**src/rtl/send_pkg.sv**
```systemverilog
// -----------------------------------------------------------------------------
// send_pkg
// Shared definitions for the frame-send scheduler and its pacing helpers.
//   send_state_t        : scheduler state encoding
//   AUX_*_BIT           : bit positions inside the aux tag
//   ACK_TIMEOUT_DEFAULT : default number of cycles to wait for busy after a start
//   copies_of()         : maps a redundancy setting to the number of copies sent
// -----------------------------------------------------------------------------
package send_pkg;

    typedef enum logic [2:0] {
        IDLE      = 3'd0,
        GAP       = 3'd1,
        ISSUE     = 3'd2,
        WAIT_ACK  = 3'd3,
        WAIT_DONE = 3'd4,
        NEXT      = 3'd5
    } send_state_t;

    localparam int AUX_LAST_BIT    = 0;
    localparam int AUX_AT_MAX_BIT  = 1;
    localparam int AUX_TIMEOUT_BIT = 2;

    localparam int ACK_TIMEOUT_DEFAULT = 15;

    // A redundancy of zero would mean "send nothing", which is never useful;
    // it is treated as a single copy.
    function automatic int unsigned copies_of(input int unsigned red);
        return (red == 0) ? 1 : red;
    endfunction

endpackage

```
**src/rtl/gap_timer.sv**
```systemverilog
// -----------------------------------------------------------------------------
// gap_timer
// Inter-frame gap pacing counter. Latches a gap length, counts up from zero
// while running and stops at the latched length, holding there until cleared.
//
// Ports:
//   i_clk    : clock, rising edge
//   i_rstn   : asynchronous active-low reset
//   i_load   : latch i_limit as the new gap length and restart the count at 0
//   i_limit  : gap length to latch on i_load
//   i_clear  : restart the count at 0, keeping the latched length
//   i_run    : advance the count by one (never past the latched length)
//   o_done   : count has reached the latched length
// -----------------------------------------------------------------------------
module gap_timer #(
    parameter int CNT_W = 28
) (
    input  logic             i_clk,
    input  logic             i_rstn,
    input  logic             i_load,
    input  logic [CNT_W-1:0] i_limit,
    input  logic             i_clear,
    input  logic             i_run,
    output logic             o_done
);

    logic [CNT_W-1:0] r_limit;
    logic [CNT_W-1:0] r_count;
    logic             w_at_limit;

    assign w_at_limit = (r_count == r_limit);
    assign o_done     = w_at_limit;

    always_ff @(posedge i_clk or negedge i_rstn) begin
        if (!i_rstn) begin
            r_limit <= '0;
            r_count <= '0;
        end else begin
            if (i_load) begin
                r_limit <= i_limit;
                r_count <= '0;
            end else if (i_clear) begin
                r_count <= '0;
            end else if (i_run && !w_at_limit) begin
                // Holding at the limit lets the caller wait out a busy
                // receiver without the count running past the gap.
                r_count <= r_count + CNT_W'(1);
            end
        end
    end

endmodule

```
**src/rtl/send_scheduler.sv**
```systemverilog
// -----------------------------------------------------------------------------
// send_scheduler
// Issues start pulses to the byte-data frame generator. Every segment is sent
// as a burst of `redundancy` copies, each copy preceded by a programmable idle
// gap and tagged with its copy index (txid) and segment number. After each
// start the builder must acknowledge by raising busy within ACK_TIMEOUT
// cycles; otherwise the copy is counted as dropped and the burst moves on.
//
// Ports:
//   clk125MHz     in   system clock, rising edge
//   rstn          in   asynchronous active-low reset
//   enable        in   allows a new burst to start from IDLE
//   gap_count     in   idle cycles before each copy (latched per burst)
//   redundancy    in   copies per segment, 0 treated as 1 (latched per burst)
//   segment_max   in   last segment number before wrap (latched per burst)
//   busy          in   frame builder is transmitting
//   start_sending out  one-cycle start pulse
//   txid          out  copy index within the burst
//   segment_num   out  segment currently being sent
//   aux           out  [0] last copy, [1] segment at max, [2] sticky timeout
//   drop_pulse    out  one-cycle pulse on an acknowledge timeout
//
// Build option SEND_SCHED_STATS_EN adds:
//   frames_sent   out  saturating count of issued starts
//   drops         out  saturating count of acknowledge timeouts
// -----------------------------------------------------------------------------
module send_scheduler
    import send_pkg::*;
#(
    parameter int CNT_W       = 28,
    parameter int SEG_W       = 16,
    parameter int ID_W        = 8,
    parameter int RED_W       = 4,
    parameter int ACK_TIMEOUT = ACK_TIMEOUT_DEFAULT
) (
    input  logic             clk125MHz,
    input  logic             rstn,
    input  logic             enable,
    input  logic [CNT_W-1:0] gap_count,
    input  logic [RED_W-1:0] redundancy,
    input  logic [SEG_W-1:0] segment_max,
    input  logic             busy,
    output logic             start_sending,
    output logic [ID_W-1:0]  txid,
    output logic [SEG_W-1:0] segment_num,
    output logic [ID_W-1:0]  aux,
    output logic             drop_pulse
`ifdef SEND_SCHED_STATS_EN
    ,
    output logic [31:0]      frames_sent,
    output logic [15:0]      drops
`endif
);

    // The acknowledge timer only ever counts up to ACK_TIMEOUT-1.
    localparam int TMR_W = (ACK_TIMEOUT < 2) ? 1 : $clog2(ACK_TIMEOUT);

    send_state_t      r_state;
    logic [RED_W-1:0] r_copy;
    logic [RED_W-1:0] r_red;
    logic [SEG_W-1:0] r_seg_max;
    logic [SEG_W-1:0] r_seg;
    logic [TMR_W-1:0] r_ack_tmr;
    logic             r_start;
    logic [ID_W-1:0]  r_txid;
    logic             r_aux_last;
    logic             r_aux_at_max;
    logic             r_aux_timeout;
    logic             r_drop;

    logic             w_burst_go;
    logic             w_gap_done;
    logic             w_is_last;
    logic             w_ack_expired;
    logic [ID_W-1:0]  w_aux;

    assign w_burst_go    = (r_state == IDLE) && enable && !busy;
    assign w_is_last     = (r_copy == (r_red - RED_W'(1)));
    assign w_ack_expired = (r_ack_tmr == TMR_W'(ACK_TIMEOUT - 1));

    // The gap length is latched together with the other burst settings, so a
    // gap_count change mid-burst only takes effect on the next burst.
    gap_timer #(
        .CNT_W   (CNT_W)
    ) u_gap_timer (
        .i_clk   (clk125MHz),
        .i_rstn  (rstn),
        .i_load  (w_burst_go),
        .i_limit (gap_count),
        .i_clear (r_state == NEXT),
        .i_run   (r_state == GAP),
        .o_done  (w_gap_done)
    );

    always_ff @(posedge clk125MHz or negedge rstn) begin
        if (!rstn) begin
            r_state       <= IDLE;
            r_copy        <= '0;
            r_red         <= '0;
            r_seg_max     <= '0;
            r_seg         <= '0;
            r_ack_tmr     <= '0;
            r_start       <= 1'b0;
            r_txid        <= '0;
            r_aux_last    <= 1'b0;
            r_aux_at_max  <= 1'b0;
            r_aux_timeout <= 1'b0;
            r_drop        <= 1'b0;
        end else begin
            // Pulses default low; they are raised only on the transition
            // into the state they belong to.
            r_start <= 1'b0;
            r_drop  <= 1'b0;

            case (r_state)
                IDLE: begin
                    if (w_burst_go) begin
                        r_red     <= RED_W'(copies_of(32'(redundancy)));
                        r_seg_max <= segment_max;
                        r_copy    <= '0;
                        r_state   <= GAP;
                    end
                end

                GAP: begin
                    if (w_gap_done && !busy) begin
                        r_start      <= 1'b1;
                        r_txid       <= ID_W'(r_copy);
                        r_aux_last   <= w_is_last;
                        r_aux_at_max <= (r_seg == r_seg_max);
                        r_state      <= ISSUE;
                    end
                end

                ISSUE: begin
                    r_ack_tmr <= '0;
                    r_state   <= WAIT_ACK;
                end

                WAIT_ACK: begin
                    if (busy) begin
                        r_state <= WAIT_DONE;
                    end else if (w_ack_expired) begin
                        // The pulse lands exactly ACK_TIMEOUT+1 cycles after
                        // the start pulse, in the NEXT cycle.
                        r_drop        <= 1'b1;
                        r_aux_timeout <= 1'b1;
                        r_state       <= NEXT;
                    end else begin
                        r_ack_tmr <= r_ack_tmr + TMR_W'(1);
                    end
                end

                WAIT_DONE: begin
                    if (!busy) begin
                        r_state <= NEXT;
                    end
                end

                NEXT: begin
                    r_copy <= r_copy + RED_W'(1);
                    if (w_is_last) begin
                        r_seg   <= (r_seg == r_seg_max) ? '0 : r_seg + SEG_W'(1);
                        r_state <= IDLE;
                    end else begin
                        r_state <= GAP;
                    end
                end

                default: begin
                    r_state <= IDLE;
                end
            endcase
        end
    end

    always_comb begin
        w_aux                  = '0;
        w_aux[AUX_LAST_BIT]    = r_aux_last;
        w_aux[AUX_AT_MAX_BIT]  = r_aux_at_max;
        w_aux[AUX_TIMEOUT_BIT] = r_aux_timeout;
    end

    assign start_sending = r_start;
    assign txid          = r_txid;
    assign segment_num   = r_seg;
    assign aux           = w_aux;
    assign drop_pulse    = r_drop;

`ifdef SEND_SCHED_STATS_EN
    logic [31:0] r_frames_sent;
    logic [15:0] r_drops;

    function automatic logic [31:0] sat_inc32(input logic [31:0] v);
        return (v == '1) ? v : v + 32'd1;
    endfunction

    function automatic logic [15:0] sat_inc16(input logic [15:0] v);
        return (v == '1) ? v : v + 16'd1;
    endfunction

    // r_start is high for exactly the ISSUE cycle and r_drop for exactly one
    // cycle per timeout, so each counts one event per pulse.
    always_ff @(posedge clk125MHz or negedge rstn) begin
        if (!rstn) begin
            r_frames_sent <= '0;
            r_drops       <= '0;
        end else begin
            if (r_start) begin
                r_frames_sent <= sat_inc32(r_frames_sent);
            end
            if (r_drop) begin
                r_drops <= sat_inc16(r_drops);
            end
        end
    end

    assign frames_sent = r_frames_sent;
    assign drops       = r_drops;
`endif

endmodule

```
**config.mk**
```make
export PLATFORM = sky130hd
export DESIGN_NAME = send_scheduler
export DESIGN_NICKNAME = d
export VERILOG_FILES = /design/src/rtl/send_pkg.sv /design/src/rtl/gap_timer.sv /design/src/rtl/send_scheduler.sv
export SDC_FILE = /design/constraint.sdc
export NUM_CORES = 1
export LEC_CHECK = 0
export CAP_MARGIN = 20
export CORE_ASPECT_RATIO = 0.8
export CORE_MARGIN = 2
export CORE_UTILIZATION = 25
export DETAILED_ROUTE_END_ITERATION = 7
export SETUP_SLACK_MARGIN = 0.4
export SLEW_MARGIN = 10
export SYNTH_ARGS = -nofsm -noshare
export SYNTH_HDL_FRONTEND = slang
export SYNTH_SLANG_ARGS = --single-unit
```
**constraint.sdc**
```tcl
create_clock -name clk125MHz -period 4.7 [get_ports clk125MHz]
set_input_delay 0.94 -clock clk125MHz [delete_from_list [all_inputs] [get_ports clk125MHz]]
set_output_delay 0.94 -clock clk125MHz [all_outputs]
set_load 0.02 [all_outputs]
```
Yosys cells after proc, flatten, opt, wreduce, memory -nomap -nowiden
Index checks and enable logic that the tools add are counted.
{"block": "classes", "n_mux": 22, "addsub": 5, "bitwise": 1, "n_eq_ne": 15, "n_reduce_logical": 18}
{"operator": "two-way mux 28 bit", "n": 3}
{"operator": "adder 28 x 1 -> 28 bit, second input constant", "n": 1}
{"operator": "equality test 28 bit", "n": 1}
{"operator": "case mux 3 bit (6 select lines)", "n": 1}
{"operator": "adder 16 x 1 -> 16 bit, second input constant", "n": 1}
{"operator": "equality test 16 bit", "n": 1}
{"operator": "two-way mux 16 bit", "n": 1}
{"operator": "two-way mux 4 bit", "n": 4}
{"operator": "case mux 4 bit (2 select lines)", "n": 2}
{"operator": "two-way mux 3 bit", "n": 5}
{"operator": "adder 4 x 1 -> 4 bit, second input constant", "n": 2}
{"operator": "inequality test 2 bit, second input constant", "n": 4}
{"operator": "AND reduction 2 bit", "n": 4}
{"operator": "equality test 3 x 2 -> 1 bit, second input constant", "n": 2}
{"operator": "equality test 3 bit, second input constant", "n": 2}
{"operator": "two-way mux 1 bit", "n": 6}
{"operator": "AND reduction 3 bit", "n": 2}
{"operator": "equality test 4 bit", "n": 1}
{"operator": "equality test 4 bit, second input constant", "n": 1}
{"operator": "logical AND 1 bit", "n": 4}
{"operator": "logical NOT 4 bit", "n": 1}
{"operator": "AND reduction 4 bit", "n": 1}
{"operator": "nonzero test 2 bit", "n": 2}
{"operator": "subtractor 4 x 1 -> 4 bit, second input constant", "n": 1}
{"operator": "7 further kinds", "n": 8}
{"block": "totals", "in_bits": 52, "out_inout_bits": 34, "elab_cells": 75, "reg_bits": 112}

Depth between registers and ports, before layout
Gate-level depths: netlist of run 1.
{"block": "logic_depth", "depth_word": 6, "depth_mapped": 9, "ltp_nobuf": 8}

Cells and area by module
A second synthesis of run 1 with hierarchy kept.
{"block": "unflattened", "hier_cells": 574, "hier_area_um2": 5930.7}
{"mod": "gap_timer", "cells_per_inst": 266, "seq_area_each_um2": 1401.3, "n_inst": 1, "area_per_inst_um2": 2981.6}
{"mod": "send_scheduler", "cells_per_inst": 308, "seq_area_each_um2": 1401.3, "n_inst": 1, "area_per_inst_um2": 2949.1}

Worst setup path before layout of run 1
No wires, ideal clock.
{"block": "synth_timing", "path_kind": "input port to flip-flop", "from": "input busy", "to": "register u_gap_timer.r_count[9]", "stages": 8, "setup_slack_ps": 2217, "t_required_ps": 4634, "t_arrival_ps": 2417, "path_cell_list": "clkbuf_1 -> nor2_1 -> and3_1 -> clkbuf_1 -> nand2b_1 -> clkbuf_1 -> or4_1 -> nand2_1"}
{"block": "synth_between", "elab_chain_cells": 3}
{"item": "start, declared", "line_no": "send_scheduler.sv:42", "source": "input logic busy,"}
{"item": "logical NOT 1 bit (*)"}
{"item": "logical AND 1 bit (*)", "line_no": "send_scheduler.sv:77", "source": "assign w_burst_go = (r_state == IDLE) && enable && !busy;"}
{"item": "nonzero test 3 bit (no source line) / two-way mux 28 bit (equally long branches)"}
{"item": "end signal, assigned", "line_no": "gap_timer.sv:47", "source": "r_count <= r_count + CNT_W'(1);"}
{"item": "end, declared", "line_no": "gap_timer.sv:28", "source": "logic [CNT_W-1:0] r_count;"}
Mark *: on every way between the ends. The rest lies on a longest branch, timed or not.
A chain may end at the register's enable or synchronous reset.

Worst setup path in the final report of run 1
{"block": "layout_timing", "from": "input busy", "to": "register u_gap_timer.r_limit[17]"}
{"block": "layout_between", "elab_chain_cells": 2}
{"item": "logical NOT 1 bit"}
{"item": "logical AND 1 bit", "line_no": "send_scheduler.sv:77"}
{"item": "end signal, assigned", "line_no": "gap_timer.sv:40", "source": "r_limit <= i_limit;"}
{"item": "end, declared", "line_no": "gap_timer.sv:27", "source": "logic [CNT_W-1:0] r_limit;"}
No other way between the ends.

==> flow_metrics.tcl, run 1 <==
set metrics [dict create \
    fmax_ghz 0.3588 \
    synth_top_flop_cell "dfrtp_1" \
    dp_cells 888 \
    hold-path-cell-count 1 \
    setup_viol 0 \
    grt_start_max_net_pins 52 \
    min_period_over_period_pct 59.30 \
    grt_setup_unrepaired "false" \
    die_area_mm2 0.02423 \
    antenna_found_initial 0 \
    ir_drop_mv 0.1987 \
    cts-buffers-inserted 9 \
    final_util_pct 31.62 \
    leakage_nw 2.877 \
    cp_max_fo 30 \
    met3_usage_pct 3.005 \
    syn_inst 528 \
    reg2reg_setup_slack_ns 2.11 \
    status "complete, no violations" \
    crit_type "primary input to flop" \
    cts_root_buffer "clkbuf_16" \
    finalMaxSlewViolations 0 \
    cts_hold_buf 0 \
    fp.coreArea_mm2 0.02250 \
    drt_first_pass_iters 5 \
    wl_per_cell_um 14.52 \
    synth.top_cell.area_share_pct 48.76 \
    post-route-drc-count 0 \
    area_growth_pct 23.77 \
    post-place-ws_ns 1.178 \
    drtIter0Drc 241 \
    cts.htree.levels 3 \
    reg2reg_from "r_state[0]$_DFFE_PN0P_" \
    ys_top_cells_by_count "112 x dfrtp_1, 48 x mux2_2, 47 x xnor2_1" \
    drtAntennaViolNets 0 \
    grt_pass1_vias 3880 \
    place_area_mm2 0.006758 \
    hold_path.class "flop to flop" \
    crit_required_ns 4.93 \
    critPathLaunchType "primary input" \
    initial_core_util_pct 25.55 \
    final_cells 906 \
    worst_slew_pin_slew_ns 0.7737 \
    min_to "r_aux_timeout$_DFFE_PN0P_" \
    ys_warn_count 0 \
    use_met2_pct 16.38 \
    fin_area_mm2 0.007114 \
    grt_usage_pct 11.20 \
    skew_ns 0.009320 \
    viasPerCell 4.474 \
    layout-drive-gt1-share_pct 14.83 \
    dieWidth_um 173.5 \
    antenna_cells 0 \
    cap_violations 0 \
    fin_hold_ws_ns 0.4739 \
    synth_edf_count 0 \
    yosysMostFrequentCell "dfrtp_1" \
    finalPower_mw 3.006 \
    cts.sinks 112 \
    ys_ff_latch 112 \
    gp_congestion 0.7466 \
    crit_path_end_kind "flop" \
    finalWorstSetupSlack_ns 1.913 \
    dr_total_vias 4053 \
    fillers 2290 \
    routed_wl_mm 13.16 \
    pin_count 86 \
    finalSetupTns_ns 0 \
    yosys-top-cells-area "dfrtp_1 49%, mux2_2 9.4%, xnor2_1 7.2%" \
    ys_types 57 \
    overflow 0 \
    clockBufferDepth 2 \
    hpwlAfterDp_mm 9.449 \
    fin_nets 653 \
    die_y_um 139.6 \
    final-hold-violation-count 0 \
    r2r_cells 6 \
    busiest_layer "met1" \
    cts_tree "built" \
    synth_seq_area_share_pct 48.76 \
    rows 49 \
    port_buffers 76 \
    cts.clk_slew.worst_paths_ns 0.08 \
    clk-insertion-delay-late_ns 0.35 \
    synth.avg_cell_area_um2 10.89 \
    hold_start "r_aux_timeout$_DFFE_PN0P_" \
    grt_pass1_wl_mm 21.64 \
    grt_use_met1_pct 16.68 \
    syn-cell-area_mm2 0.005748 \
    relSlewSlack_pct 47.09 \
    synth_async_sr_flop_share_pct 100.0 \
    cts_resized 0 \
    synth_top_area_cell "dfrtp_1" \
    fin_crit_ns 2.787 \
    post-cts-setup-buffer-count 0 \
    worstPathArrival_ns 3.02 \
    powerDensity_mw_per_mm2 422.6 \
    r2r-end "u_gap_timer.r_count[11]$_DFFE_PN0P_" \
]
worst max path at each step:
stage,cells past startpoint,slack (ns),to,start
after floorplan,8,2.22,u_gap_timer.r_count[9]$_DFFE_PN0P_,busy
after global placement,6,1.30,u_gap_timer.r_count[5]$_DFFE_PN0P_,busy
after detailed placement,6,1.18,u_gap_timer.r_count[5]$_DFFE_PN0P_,busy
after CTS,6,1.55,u_gap_timer.r_count[5]$_DFFE_PN0P_,busy
after global routing,5,1.72,u_gap_timer.r_limit[19]$_DFFE_PN0P_,busy
final,5,1.91,u_gap_timer.r_limit[17]$_DFFE_PN0P_,busy
per-layer routing:
layer  share of wire [%]  wire [um]
met5                   0          0
met1                  51       6727
met2                  44       5755
met3                 4.5        586
met4                0.68         89
cells by family after synthesis:
group | after synthesis | share of synthesized area, %
multiplexers | 60 | 11.95
adder cells (fa/ha/maj) | 6 | 1.306
AND/OR/NAND/NOR | 172 | 16.20
flip-flops | 112 | 48.76
other | 1 | 0.06524
AO/OA/AOI/OAI | 71 | 7.749
XOR/XNOR | 65 | 10.17
buffers and inverters | 41 | 3.809
cells in the final DEF (no fill, tap or decap), types with 7 or more instances in the layout:
cell type	instances
nand3_1	13
or3_1	11
mux2_2	48
clkdlybuf4s50_1	75
nor2_1	31
nand4_1	18
dfrtp_1	112
nor3_1	12
a21oi_1	14
nand2_1	45
xnor2_1	47
conb_1	9
clkbuf_16	9
o21ai_0	27
inv_1	7
xor2_1	17
power breakdown:
part / internal (mW) / switching (mW)
logic: 0.413 / 0.285
clock network: 0.525 / 0.367
registers: 1.21 / 0.208
layout make-up:
class | instances | area (um^2) | share of cell area, %
Sequential cell | 112 | 2803 | 39.40
Multi-Input combinational cell | 383 | 2758 | 38.76
Timing Repair Buffer | 82 | 800.8 | 11.26
Tap cell | 306 | 382.9 | 5.382
Clock buffer | 10 | 229.0 | 3.218
Clock inverter | 6 | 115.1 | 1.618
Inverter | 7 | 26.28 | 0.3693
registers in the layout, indices dropped and copies added, names as in the netlist, 3 cells and up:
register	flops
r_red	4
u_gap_timer.r_count	28
r_copy	4
u_gap_timer.r_limit	28
r_ack_tmr	4
txid	4
r_state	3
r_seg_max	16
segment_num	16
critical path, stage by stage:
cell,delay (ns)
clkdlybuf4s50_1,0.54
nor2_1,0.12
and3_2,0.55
buf_4,0.47
mux2_2,0.38
Note: power is estimated with default switching activity, not from simulation.
==> run 2, diff against run 1 <==
==> constraint.sdc (replaced) <==
create_clock -name clk125MHz -period 2.4 [get_ports clk125MHz]
set_input_delay 0.48 -clock clk125MHz [delete_from_list [all_inputs] [get_ports clk125MHz]]
set_output_delay 0.48 -clock clk125MHz [all_outputs]
set_load 0.02 [all_outputs]
==> flow_metrics.tcl, run 2 (synthesized netlist as in run 1, its figures left out) <==
set metrics [dict create \
    hpwlAfterDp_mm 10.13 \
    grt_pass1_vias 4220 \
    gp_congestion 0.7784 \
    port_buffers 76 \
    antenna_cells 0 \
    skew_ns 0.01431 \
    place_area_mm2 0.007010 \
    cts-buffers-inserted 9 \
    cts_hold_buf 0 \
    fillers 2288 \
    clk-insertion-delay-late_ns 0.36 \
    finalSetupTns_ns 0 \
    cts.htree.levels 3 \
    fin_crit_ns 2.170 \
    crit_required_ns 2.64 \
    area_growth_pct 32.78 \
    final-hold-violation-count 0 \
    cp_max_fo 7 \
    antenna_found_initial 0 \
    viasPerCell 4.529 \
    layout_commonest_cell "dfrtp_1" \
    leakage_nw 3.199 \
    powerDensity_mw_per_mm2 764.6 \
    grt_pass1_wl_mm 22.98 \
    layout-drive-gt1-share_pct 25.51 \
    cpMaxStageDelayCell "dfrtp_1" \
    die_area_mm2 0.02423 \
    cts_tree "built" \
    critPathMaxStageDelay_ns 0.41 \
    grt_setup_unrepaired "true" \
    seqCellArea_mm2 0.002805 \
    finalMaxSlewViolations 0 \
    final_util_pct 33.92 \
    reg2reg_setup_slack_ns 0.23 \
    grt_usage_pct 11.95 \
    drtAntennaViolNets 0 \
    wl_per_cell_um 14.79 \
    relSlewSlack_pct 61.51 \
    routed_wl_mm 13.98 \
    clockBufferDepth 2 \
    initial_core_util_pct 25.55 \
    dieWidth_um 173.5 \
    cap_violations 0 \
    multi_input_area_mm2 0.002969 \
    layout_common_cells "110 x dfrtp_1, 69 x clkdlybuf4s50_1, 48 x mux2_2" \
    r2r-end "r_aux_at_max$_DFFE_PN0P_" \
    cts.sinks 112 \
    drt_first_pass_iters 4 \
    fin_area_mm2 0.007632 \
    fin_hold_ws_ns 0.1220 \
    dr_total_vias 4280 \
    finalPower_mw 5.836 \
    critPathLaunchType "flop" \
    setup_viol 0 \
    post-route-drc-count 0 \
    grt_start_max_net_pins 41 \
    fmax_ghz 0.4607 \
    overflow 0 \
    path_cells "xor2_2 -> nor4_2 -> and4b_1 -> nand2_4 -> or3_4 -> mux2_1" \
    pin_count 86 \
    rows 49 \
    ir_drop_mv 0.3519 \
    worst_slew_pin_slew_ns 0.5774 \
    top_regs "u_gap_timer.r_count (28), u_gap_timer.r_limit (28)" \
    die_y_um 139.6 \
    drtIter0Drc 250 \
    fp.coreArea_mm2 0.02250 \
    cts.clk_slew.worst_paths_ns 0.08 \
    status "complete, no violations" \
    cts_root_buffer "clkbuf_16" \
    crit_path_end_kind "flop" \
    min_period_over_period_pct 90.43 \
    reg2reg_from "u_gap_timer.r_count[21]$_DFFE_PN0P_" \
    fin_nets 692 \
    r2r_cells 6 \
    worstPathArrival_ns 2.41 \
    crit_type "flop to flop" \
    hold_path.class "primary input to asynchronous set/reset pin" \
]
[run 2: per-stage QoR]
stage               std cells  setup WS, ns
finish                    945        0.2296
global route              945        0.1474
CTS                       940        0.2504
detailed placement        916       0.07807
global placement          916       0.04983
floorplan                 536        0.2593
[run 2: worst max-delay path by stage]
stage / end / cells past startpoint / from
6_report: r_aux_at_max$_DFFE_PN0P_ / 6 / u_gap_timer.r_count[21]$_DFFE_PN0P_
5_1_grt: u_gap_timer.r_count[26]$_DFFE_PN0P_ / 7 / u_gap_timer.r_count[25]$_DFFE_PN0P_
4_1_cts: r_aux_at_max$_DFFE_PN0P_ / 6 / u_gap_timer.r_count[19]$_DFFE_PN0P_
3_5_place_dp: r_aux_at_max$_DFFE_PN0P_ / 6 / u_gap_timer.r_count[3]$_DFFE_PN0P_
3_3_place_gp: r_aux_at_max$_DFFE_PN0P_ / 6 / u_gap_timer.r_count[3]$_DFFE_PN0P_
2_1_floorplan: r_aux_at_max$_DFFE_PN0P_ / 8 / u_gap_timer.r_count[15]$_DFFE_PN0P_
[run 2: report_power, final]
part	internal (mW)	switching, mW	leakage (nW)	total (mW)
Clock	0.812	0.691	0.140	1.50
Combinational	0.891	0.653	1.62	1.54
Sequential	2.37	0.422	1.44	2.79
[run 2: cell type report]
class                           instances  area share (%)
Timing Repair Buffer                  121           15.20
Tap cell                              306           5.016
Inverter                                7          0.3443
Clock buffer                           11           3.049
Multi-Input combinational cell        383           38.90
Sequential cell                       112           36.75
Clock inverter                          5          0.7377
[run 2: repair_timing]
item | CTS | global route
setup buffers | 8 | 4
resized for setup | 25 | 35
gates cloned | 0 | 1
pin swaps | 12 | 15
endpoints found under the setup margin | 39 | 52
[run 2: critical path, delay by kind of cell, from the launching register on]
kind	cells	cell delay (ns)
and+or+nand+nor	4	1.11
DFF	1	0.41
xor gates and xnor gates	1	0.20
muxes	1	0.32
[run 2: metal layers]
metal  up-vias  GRT usage [%]  routed length [um]
met1      2121          16.70                6839
met3        13          3.115                 701
met2        83          18.51                6296
met4         0          2.810                 138
met5         -              0                   0
li1       2063              -                   -
==> edit: new RTL, settings of run 2 <==
Register the output `aux`; this adds one clock of latency there. The other outputs are not delayed to match.
--- a/src/rtl/send_scheduler.sv
+++ b/src/rtl/send_scheduler.sv
@@ -184,7 +184,13 @@
     assign start_sending = r_start;
     assign txid          = r_txid;
     assign segment_num   = r_seg;
-    assign aux           = w_aux;
+    always_ff @(posedge clk125MHz or negedge rstn) begin
+        if (!rstn) begin
+            aux <= '0;
+        end else begin
+            aux <= w_aux;
+        end
+    end
     assign drop_pulse    = r_drop;
 
 `ifdef SEND_SCHED_STATS_EN
Formal check against the unedited RTL: not equivalent (a bounded check fails within 4 cycles, from zero or initial values and one cycle with rstn low).
==> edit against run 2 <==
Final area is 8.9% higher. Sequential cell count increased by 3. Worst setup slack lost 0.030 ns. Routed wire length grew 11%. Synthesized area rose by 0.78%. Core utilization grew 2.8 points. Synthesized cell count up 2.7%. Via count grew 7.4%. Total power is 21% higher. Critical endpoint is now txid[3].
==> edit: results (changes against run 2) <==
- DR iter-0 viols: 381 (was 250)
- Final min period: 2.20 ns (was 2.17 ns)
- Metal2 WL: 6740 um (was 6300 um)
- Largest stage delay, worst path: 0.47 ns (was 0.41 ns)
- R2r setup slk: 0.20 ns (was 0.23 ns)
- Routed length per instance: 15.7 um (was 14.8 um)
- Grt met2 use: 0.176 (was 0.185)
- Worst r2r dst: txid[3] (was r_aux_at_max)
- Clock-pin transition on the worst setup and hold timing paths: 0.05 ns (was 0.08 ns)
- Drt total wl: 15500 um (was 14000 um)
- Maximum fanout along the worst path: 6 (was 7)
- Status: completed (unchanged)
- Placed Area: 7130 um2 (was 7010 um2)
- Fraction of layout cells with a size suffix above 1: 0.320 (was 0.255)
- Worst setup path endpoint: txid[3] (was r_aux_at_max)
- GRT Overall Usage: 0.130 (was 0.119)
- Worst clock skew: 0.0158 ns (was 0.0143 ns)
- Worst slack at placement: -0.0667 ns (was 0.0781 ns)
- Crit Reg-Reg Startpoint: u_gap_timer.r_count[25] (was u_gap_timer.r_count[21])
- Largest vdd supply drop: 0.000500 V (was 0.000352 V)
- Largest net degree at the start of global routing: 55 (was 41)
- First-pass GRT wire length: 24500 um (was 23000 um)
- Via density: 4.66 (was 4.53)
- Mapped Cells: 542 (was 528)
- PostCTS Resize Cnt: 34 (was 25)
- Area contributors post-synth: dfrtp_1, mux2_2, xor2_1 (was dfrtp_1, mux2_2, xnor2_1)
- Post-synthesis sequential area ratio: 0.497 (was 0.488)
[edit: changes by cell type in the layout (fill, tap and decap cells not counted), sizes merged, moves of 7 or more]
cell	change
nor2	-9
nand2	-9
clkbuf	+13
nand3	+7
xnor2	-27
o21ai	+15
dlygate4sd2	+7
buf	+15
clkdlybuf4s50	-9
o31ai	+10
xor2	+13
[edit: cell families (layout without fill, tap and decap cells)]
| kind of cell | count (synthesis) | in the layout | synth area share |
|---|---|---|---|
| multiplexers | 61 | 61 | 0.117 |
| adder cells (fa/ha/maj) | 6 | 6 | 0.0130 |
| AND/OR/NAND/NOR | 167 | 168 | 0.160 |
| other | 1 | 9 | 0.000647 |
| buffers and inverters | 45 | 175 | 0.0356 |
| XOR/XNOR | 51 | 51 | 0.0797 |
| AO/OA/AOI/OAI | 96 | 96 | 0.0972 |
| flip-flops | 115 | 115 | 0.497 |
[edit: cell type report]
| cell class | count | area, um2 | area share |
|---|---|---|---|
| multi-input cells | 391 | 3080 | 0.371 |
| repair buffers | 137 | 1330 | 0.160 |
| clock buffers | 23 | 488 | 0.0587 |
| flip-flops and latches | 115 | 2900 | 0.348 |
| inverters | 7 | 26.3 | 0.00316 |
| clock inverters | 8 | 101 | 0.0122 |
| well taps | 306 | 383 | 0.0461 |
[edit: worst register-to-register path, stage by stage, from the launching register on]
cell	delay [ns]
dfrtp_1	0.38
xor2_1	0.18
nor4_2	0.47
nand4_1	0.19
buf_6	0.18
nor4_4	0.21
buf_6	0.18
mux2_4	0.30
[edit: where the power goes]
| group | switching [mW] | internal [mW] | leakage, nW |
|---|---|---|---|
| Combinational | 0.723 | 0.953 | 1.84 |
| Clock | 0.894 | 1.63 | 0.281 |
| Sequential | 0.433 | 2.43 | 1.45 |
